**config.mk**
```make
export PLATFORM = sky130hd
export DESIGN_NAME = mem_access_unit
export DESIGN_NICKNAME = d
export VERILOG_FILES = /design/src/rtl/mem_access_unit.sv
export SDC_FILE = /design/constraint.sdc
export NUM_CORES = 1
export LEC_CHECK = 0
export CORE_ASPECT_RATIO = 2
export CORE_MARGIN = 4
export CORE_UTILIZATION = 30
export DETAILED_ROUTE_END_ITERATION = 12
export GPL_TIMING_DRIVEN = 0
export PLACE_DENSITY = 0.76
export SLEW_MARGIN = 20
export SYNTH_ARGS = -nofsm -noshare
export SYNTH_HDL_FRONTEND = slang
export SYNTH_SLANG_ARGS = --single-unit
```
**constraint.sdc**
```tcl
create_clock -name clk -period 3.4 [get_ports clk]
set_input_delay 0.51 -clock clk [delete_from_list [all_inputs] [get_ports clk]]
set_output_delay 0.51 -clock clk [all_outputs]
set_load 0.005 [all_outputs]
```
**src/rtl/mem_access_unit.sv**
```systemverilog
// mem_access_unit: MEM-stage initiator that range-checks a byte address, strobes data memory once,
// waits LATENCY cycles and returns load data or store completion over a valid/ready response.
module mem_access_unit #(
  parameter int DEPTH   = 65,
  parameter int LATENCY = 1
) (
  input  logic        clk,
  input  logic        reset,
  input  logic        req_valid,
  output logic        req_ready,
  input  logic        req_load,
  input  logic        req_store,
  input  logic [31:0] req_addr,
  input  logic [31:0] req_wdata,
  input  logic [4:0]  req_rd,
  output logic        resp_valid,
  input  logic        resp_ready,
  output logic [31:0] resp_rdata,
  output logic [4:0]  resp_rd,
  output logic        resp_fault,
  output logic [31:0] mem_addr,
  output logic [31:0] mem_wdata,
  output logic        mem_read,
  output logic        mem_write,
  input  logic [31:0] mem_rdata
);
  localparam int CW = LATENCY > 1 ? $clog2(LATENCY) : 1;
  typedef enum logic [1:0] {IDLE, STROBE, WAIT, RESP} state_t;
  state_t state_q, state_d;
  logic [CW-1:0] cnt_q, cnt_d;
  logic load_q, load_d, fault_q, fault_d;
  logic [31:0] addr_q, addr_d, wdata_q, wdata_d, rdata_q, rdata_d;
  logic [4:0] rd_q, rd_d;
  logic accept, bad, last;
  assign accept = state_q == IDLE && req_valid && (req_load || req_store);
  assign bad = req_addr[1:0] != 2'b0 || {2'b0, req_addr[31:2]} >= 32'(DEPTH) || (req_load && req_store);
  assign last = state_q == WAIT && cnt_q == '0;
  always_ff @(posedge clk or posedge reset) begin
    if (reset) begin
      state_q <= IDLE;
      cnt_q   <= '0;
      load_q  <= 1'b0;
      fault_q <= 1'b0;
      addr_q  <= '0;
      wdata_q <= '0;
      rdata_q <= '0;
      rd_q    <= '0;
    end else begin
      state_q <= state_d;
      cnt_q   <= cnt_d;
      load_q  <= load_d;
      fault_q <= fault_d;
      addr_q  <= addr_d;
      wdata_q <= wdata_d;
      rdata_q <= rdata_d;
      rd_q    <= rd_d;
    end
  end
  always_comb begin
    state_d = state_q;
    unique case (state_q)
      IDLE:   state_d = accept ? (bad ? RESP : STROBE) : IDLE;
      STROBE: state_d = WAIT;
      WAIT:   state_d = last ? RESP : WAIT;
      RESP:   state_d = resp_ready ? IDLE : RESP;
    endcase
  end
  // Address and store data only change at accept, so memory inputs are stable under any strobe.
  always_comb begin
    addr_d  = accept ? {2'b0, req_addr[31:2]} : addr_q;
    wdata_d = accept ? req_wdata : wdata_q;
    rd_d    = accept ? req_rd : rd_q;
    load_d  = accept ? req_load : load_q;
    cnt_d   = state_q == STROBE ? CW'(LATENCY - 1) : (state_q == WAIT && !last) ? cnt_q - CW'(1) : cnt_q;
    fault_d = accept ? bad : (state_q == RESP && resp_ready) ? 1'b0 : fault_q;
    rdata_d = (accept && bad) ? 32'd0 : last ? (load_q ? mem_rdata : 32'd0) : rdata_q;
  end
  always_comb begin
    req_ready  = state_q == IDLE;
    resp_valid = state_q == RESP;
    mem_read   = state_q == STROBE && load_q;
    mem_write  = state_q == STROBE && !load_q;
    mem_addr   = addr_q;
    mem_wdata  = wdata_q;
    resp_rdata = rdata_q;
    resp_rd    = rd_q;
    resp_fault = fault_q;
  end
endmodule

```
# Word level (Yosys, flattened, before mapping)
# Cells that the tools add are included.
[totals]
ff_bits = 104
in_bits = 107
output_inout_bits = 106
word_cells = 45
[op_classes]
addsub = 1
n_lt_le_gt_ge = 1
eq_ne = 3
mux = 12
bitwise_logic = 1
reduce_logical = 19
[ops]
columns = ["op", "n"]
rows = [
  ["$mux W32", 3],
  ["$ge A30 B7 Y1 const B", 1],
  ["$logic_and A1 B1 Y1", 9],
  ["$pmux W2 S4", 1],
  ["$reduce_bool A2 Y1", 4],
  ["$mux W2", 3],
  ["$mux W1", 5],
  ["$eq A2 B2 Y1 const B", 2],
  ["$logic_or A1 B1 Y1", 3],
  ["$eq A2 B1 Y1 const B", 1],
  ["$logic_not A1 Y1", 2],
  ["$logic_not A2 Y1", 1],
  ["$not A1 Y1", 1],
  ["$sub A1 B1 Y1 const B", 1],
]

# Logic depth before layout (Yosys ltp)
[depth]
word_depth = 6
depth_mapped = 6
mapped_depth_nobuf = 4

# Least setup slack after synthesis
# OpenSTA, ideal clock, no wires.
[synth_path]
kind = "in2reg"
from = "input port req_addr[2]"
to = "register rdata_q[0] (netlist: resp_rdata[0])"
arrival_time_ps = 1882
required_ps = 3327
path_slack_ps = 1445
path_stages = 5
path_buffers = 1
cell_sequence = "or4_1 o31a_1 o31a_4 buf_6 a21oi_2"
[synth_via]
elab_chain_cells = 5
word_cells_on_any_way = 6
[synth_lines]
columns = ["item", "line_no", "source"]
rows = [
  ["start: declaration", "13", "input logic [31:0] req_addr,"],
  ["$ge A30 B7 Y1 *", "36", "assign bad = req_addr[1:0] != 2'b0 || {2'b0, req_addr[31:2]} >= 32'(DEPTH) || (req_load && req_store);"],
  ["$logic_or A1 B1 Y1 * (2 in series)", "36", ""],
  ["$logic_and A1 B1 Y1 *", "76", "rdata_d = (accept && bad) ? 32'd0 : last ? (load_q ? mem_rdata : 32'd0) : rdata_q;"],
  ["$mux W32 / $reduce_bool A2 Y1 (equally long branches)", "n/a", ""],
  ["end signal: assignment", "55", "rdata_q <= rdata_d;"],
  ["end: declaration", "32", "logic [31:0] addr_q, addr_d, wdata_q, wdata_d, rdata_q, rdata_d;"],
]
# Every way passes the cells marked *; elsewhere a longest branch is shown, timed or not.
# A chain may end at the register's enable or synchronous reset.

# Worst setup path in the final report
[layout_path]
from = "input port req_load"
to = "register addr_q[28] (netlist: mem_addr[28])"
[layout_via]
elab_chain_cells = 2
[layout_lines]
columns = ["item", "line_no", "source"]
rows = [
  ["start: declaration", "11", "input logic req_load,"],
  ["$logic_or A1 B1 Y1", "35", "assign accept = state_q == IDLE && req_valid && (req_load || req_store);"],
  ["$logic_and A1 B1 Y1", "35", ""],
  ["end signal: assignment", "53", "addr_q <= addr_d;"],
  ["end: declaration", "32", ""],
]
# No other way between the ends.

==> results by group <==
GRT
  – GRT Total Usage: 15.9%
  – Initial antenna violation count: 0
  – Vias in the first global route: 3759
  – Grt ovf: 0
  – First-pass GRT wire length: 20200 microns
  – Largest net degree at the start of global routing: 67

Timing
  – Final Max Slew Viols: 0
  – F_max: roughly 400 MHz
  – Post-route minimum period: 2.50 ns
  – Final setup viols: 0
  – Relative slew slack: 51.8%
  – Worst Tran Pin Value: 0.721 ns
  – Fin Setup TNS: 0 ns
  – Final hold vios: 0
  – Tcrit/Tclk final: 73.6%
  – Setup Skew: 0.00881 ns
  – RSZ-0062 raised after global routing: false
  – Slack of the critical path: ~0.9 ns

Power
  – Max IR drop VDD: 0.000422 V
  – PD cells: between 800 and 900 nW/um^2
  – Leak pwr: 0.00279 uW

Floorplan
  – FP Rows: 61
  – Core ar.: around 14000 sq um
  – Io pins: 213
  – Die area: around 16000 sq um
  – Die X: 92.2 microns
  – Initial Util: 30.6%
  – Die height: 176 microns

Clock tree
  – Root Buffer: clkbuf_16
  – Clk buf depth: 2
  – Post-CTS sizing: 0
  – CTS Hold Buffers Added: 0
  – CTS Sinks: between 100 and 150
  – CTS Buf Count: 9
  – H-tree Lvls: 3
  – Clock Latency Late Sink: 0.34 ns
  – Worst-path clk slew: 0.07 ns
  – Total setup buffers inserted after CTS: 0
  – CTS tree: built

Synth
  – Xor/xnor share of the synthesized area: 0%
  – Sequential-to-total area share from yosys stat: 61.2%
  – #FFs+latches synth: 104
  – Post-synth EDFFs: 0
  – Largest family of logic cells by synthesized area: multiplexers
  – Distinct cells, synth: 29
  – Top FF cell, synth: dfrtp_1
  – Yosys warns: 0
  – Synth Cell Area: 4250 sq um
  – Syn_area_per_cell: 13.1 sq um
  – Synth Area in Simple Gates: around 9.7%
  – Cells after Synth: 324
  – Synth Area in Adders: 0%
  – Complex-gate fraction of the synthesized area: 7.80%
  – Dominant cells by area after synthesis: dfrtp_1, mux2_2, a21oi_2, nand3_1, nand2_1
  – Fraction of registers with async set/reset: 100%
  – Post-synth top area share: 61.2%
  – Post-synthesis mux area share: 18.0%
  – Leading area contributor after synthesis: dfrtp_1

Setup path
  – CP peak stage delay: 0.56 ns
  – CP Launch Type: input pin
  – CP endpoint kind: flop
  – Max FO, Critical Path: 10
  – Slowest CP cell: clkbuf_1
  – Crit Path Class: in -> reg
  – Cell Chain, Critical Path: clkdlybuf4s50_1 -> o21ai_0 -> nor3_2 -> clkbuf_1 -> mux2_2
  – CP arrival: 2.72 ns
  – Worst Path Required: 3.62 ns
  – FF-to-FF setup slack: between 1 and 1.5 ns
  – WP buf/inv: 2
  – CP delay by family, top: buffers and inverters

Layout
  – Cell area after layout: 6920 sq um
  – # diodes: 0
  – Commonest non-fill, non-tap cell in the layout: clkdlybuf4s50_1
  – Commonest cells after routing, fill and taps aside: clkdlybuf4s50_1, dfrtp_1, mux2_2
  – Nets@finish: ~650
  – Finished Core Util: 49.8%
  – Share of layout cells above drive strength 1: 23.4%
  – Area Overhead vs Synth: 62.9%

Route
  – 1st-iter DRT viols: 95
  – DR vias/cell: 4.52
  – Total number of vias: about 3.3k
  – Pre-antenna DRT Iters: 4
  – DR WL/cell: approximately 17 microns
  – DRT Wirelength: 12700 microns
  – Post-route DRC: 0
  – Final ANT Viol Nets: 0

Placement
  – GPL Wtd Cong: around 0.77
  – Placed cell area: about 6600 sq um
  – DP Wirelength: 10100 microns
  – Port buffer count: 210
  – Place WS: 0.365 ns

Outcome
  – Status: finished, final reports clean

Worst hold path
  – Type of the most critical hold path: reg -> reg

Flow run
  – Total of max-cap violations: 0
==> kinds of logic (layout without fill, tap and decap cells) <==
logic type / Yosys count / in the layout
flops: 104 / 104
simple gates: 85 / 85
mux: 68 / 68
compound gates: 39 / 39
buf+inv: 27 / 254
other cells: 1 / 2
==> through the flow <==
| stage | cells | hold slack [ns] | total power (uW) |
|---|---|---|---|
| 2_1_floorplan | 325 | 0.473 | 3180 |
| 3_3_place_gp | 724 | 0.485 | 4740 |
| 3_5_place_dp | 725 | 0.495 | 4840 |
| 4_1_cts | 741 | 0.512 | 5900 |
| 5_1_grt | 741 | 0.524 | 6170 |
| 6_report | 741 | 0.507 | 5790 |
==> power breakdown <==
part | leakage [uW] | total (uW) | internal [uW] | switching [uW]
Sequential | 0.00130 | 2130 | 1830 | 300
Combinational | 0.00135 | 2640 | 1650 | 991
Clock | 0.000143 | 1020 | 521 | 503
==> cells in the mapped netlist (3+ instances only) <==
cell type and instances:
nand2_1 34, nor4_1 5, buf_6 3, buf_2 5
nand3_1 34, clkbuf_1 15, a21oi_2 30, dfrtp_1 104
mux2_2 68
==> worst reg2reg max path, cell delays in order, from the launching register on <==
cell      delay (ns)
dfrtp_1         0.36
clkbuf_1        0.19
nor3_2          0.57
clkbuf_1        0.56
mux2_2          0.41
==> per-layer routing <==
layer  GRT usage [%]  vias up  share of wire [%]
met5               0        -                  0
met3            4.09       25                5.1
li1                -     1571                  -
met4            6.08        0                3.1
met2            30.7      129                 57
met1            16.0     1624                 34
==> flip-flops by register name, indices dropped and copies added (netlist names) <==
name and cells:
mem_wdata 32, resp_fault 1, cnt_q 1, resp_rdata 32, state_q 2, resp_rd 5
load_q 1, mem_addr 30
==> final cells by class <==
cell class	instances	area, sq um
Inverter	2	12.5
Buffer	25	130
Timing Repair Buffer	211	2130
Fill cell	1272	6970
Clock inverter	7	72.6
Clock buffer	9	225
Multi-Input combinational cell	194	1520
Sequential cell	104	2600
Tap cell	189	236
==> final timing paths <==
kind / from / depth (start not counted) / endpoint
min in group asynchronous: reset / 2 / mem_addr[11]
max in group asynchronous: reset / 3 / mem_wdata[11]
worst max register to register: state_q[0] / 4 / mem_addr[28]
worst min register to register: resp_rd[4] / 1 / resp_rd[4]
worst max-delay path: req_load / 5 / mem_addr[28]
worst min-delay path: resp_rd[4] / 1 / resp_rd[4]
No activity file was read; power rests on OpenSTA's default activity.
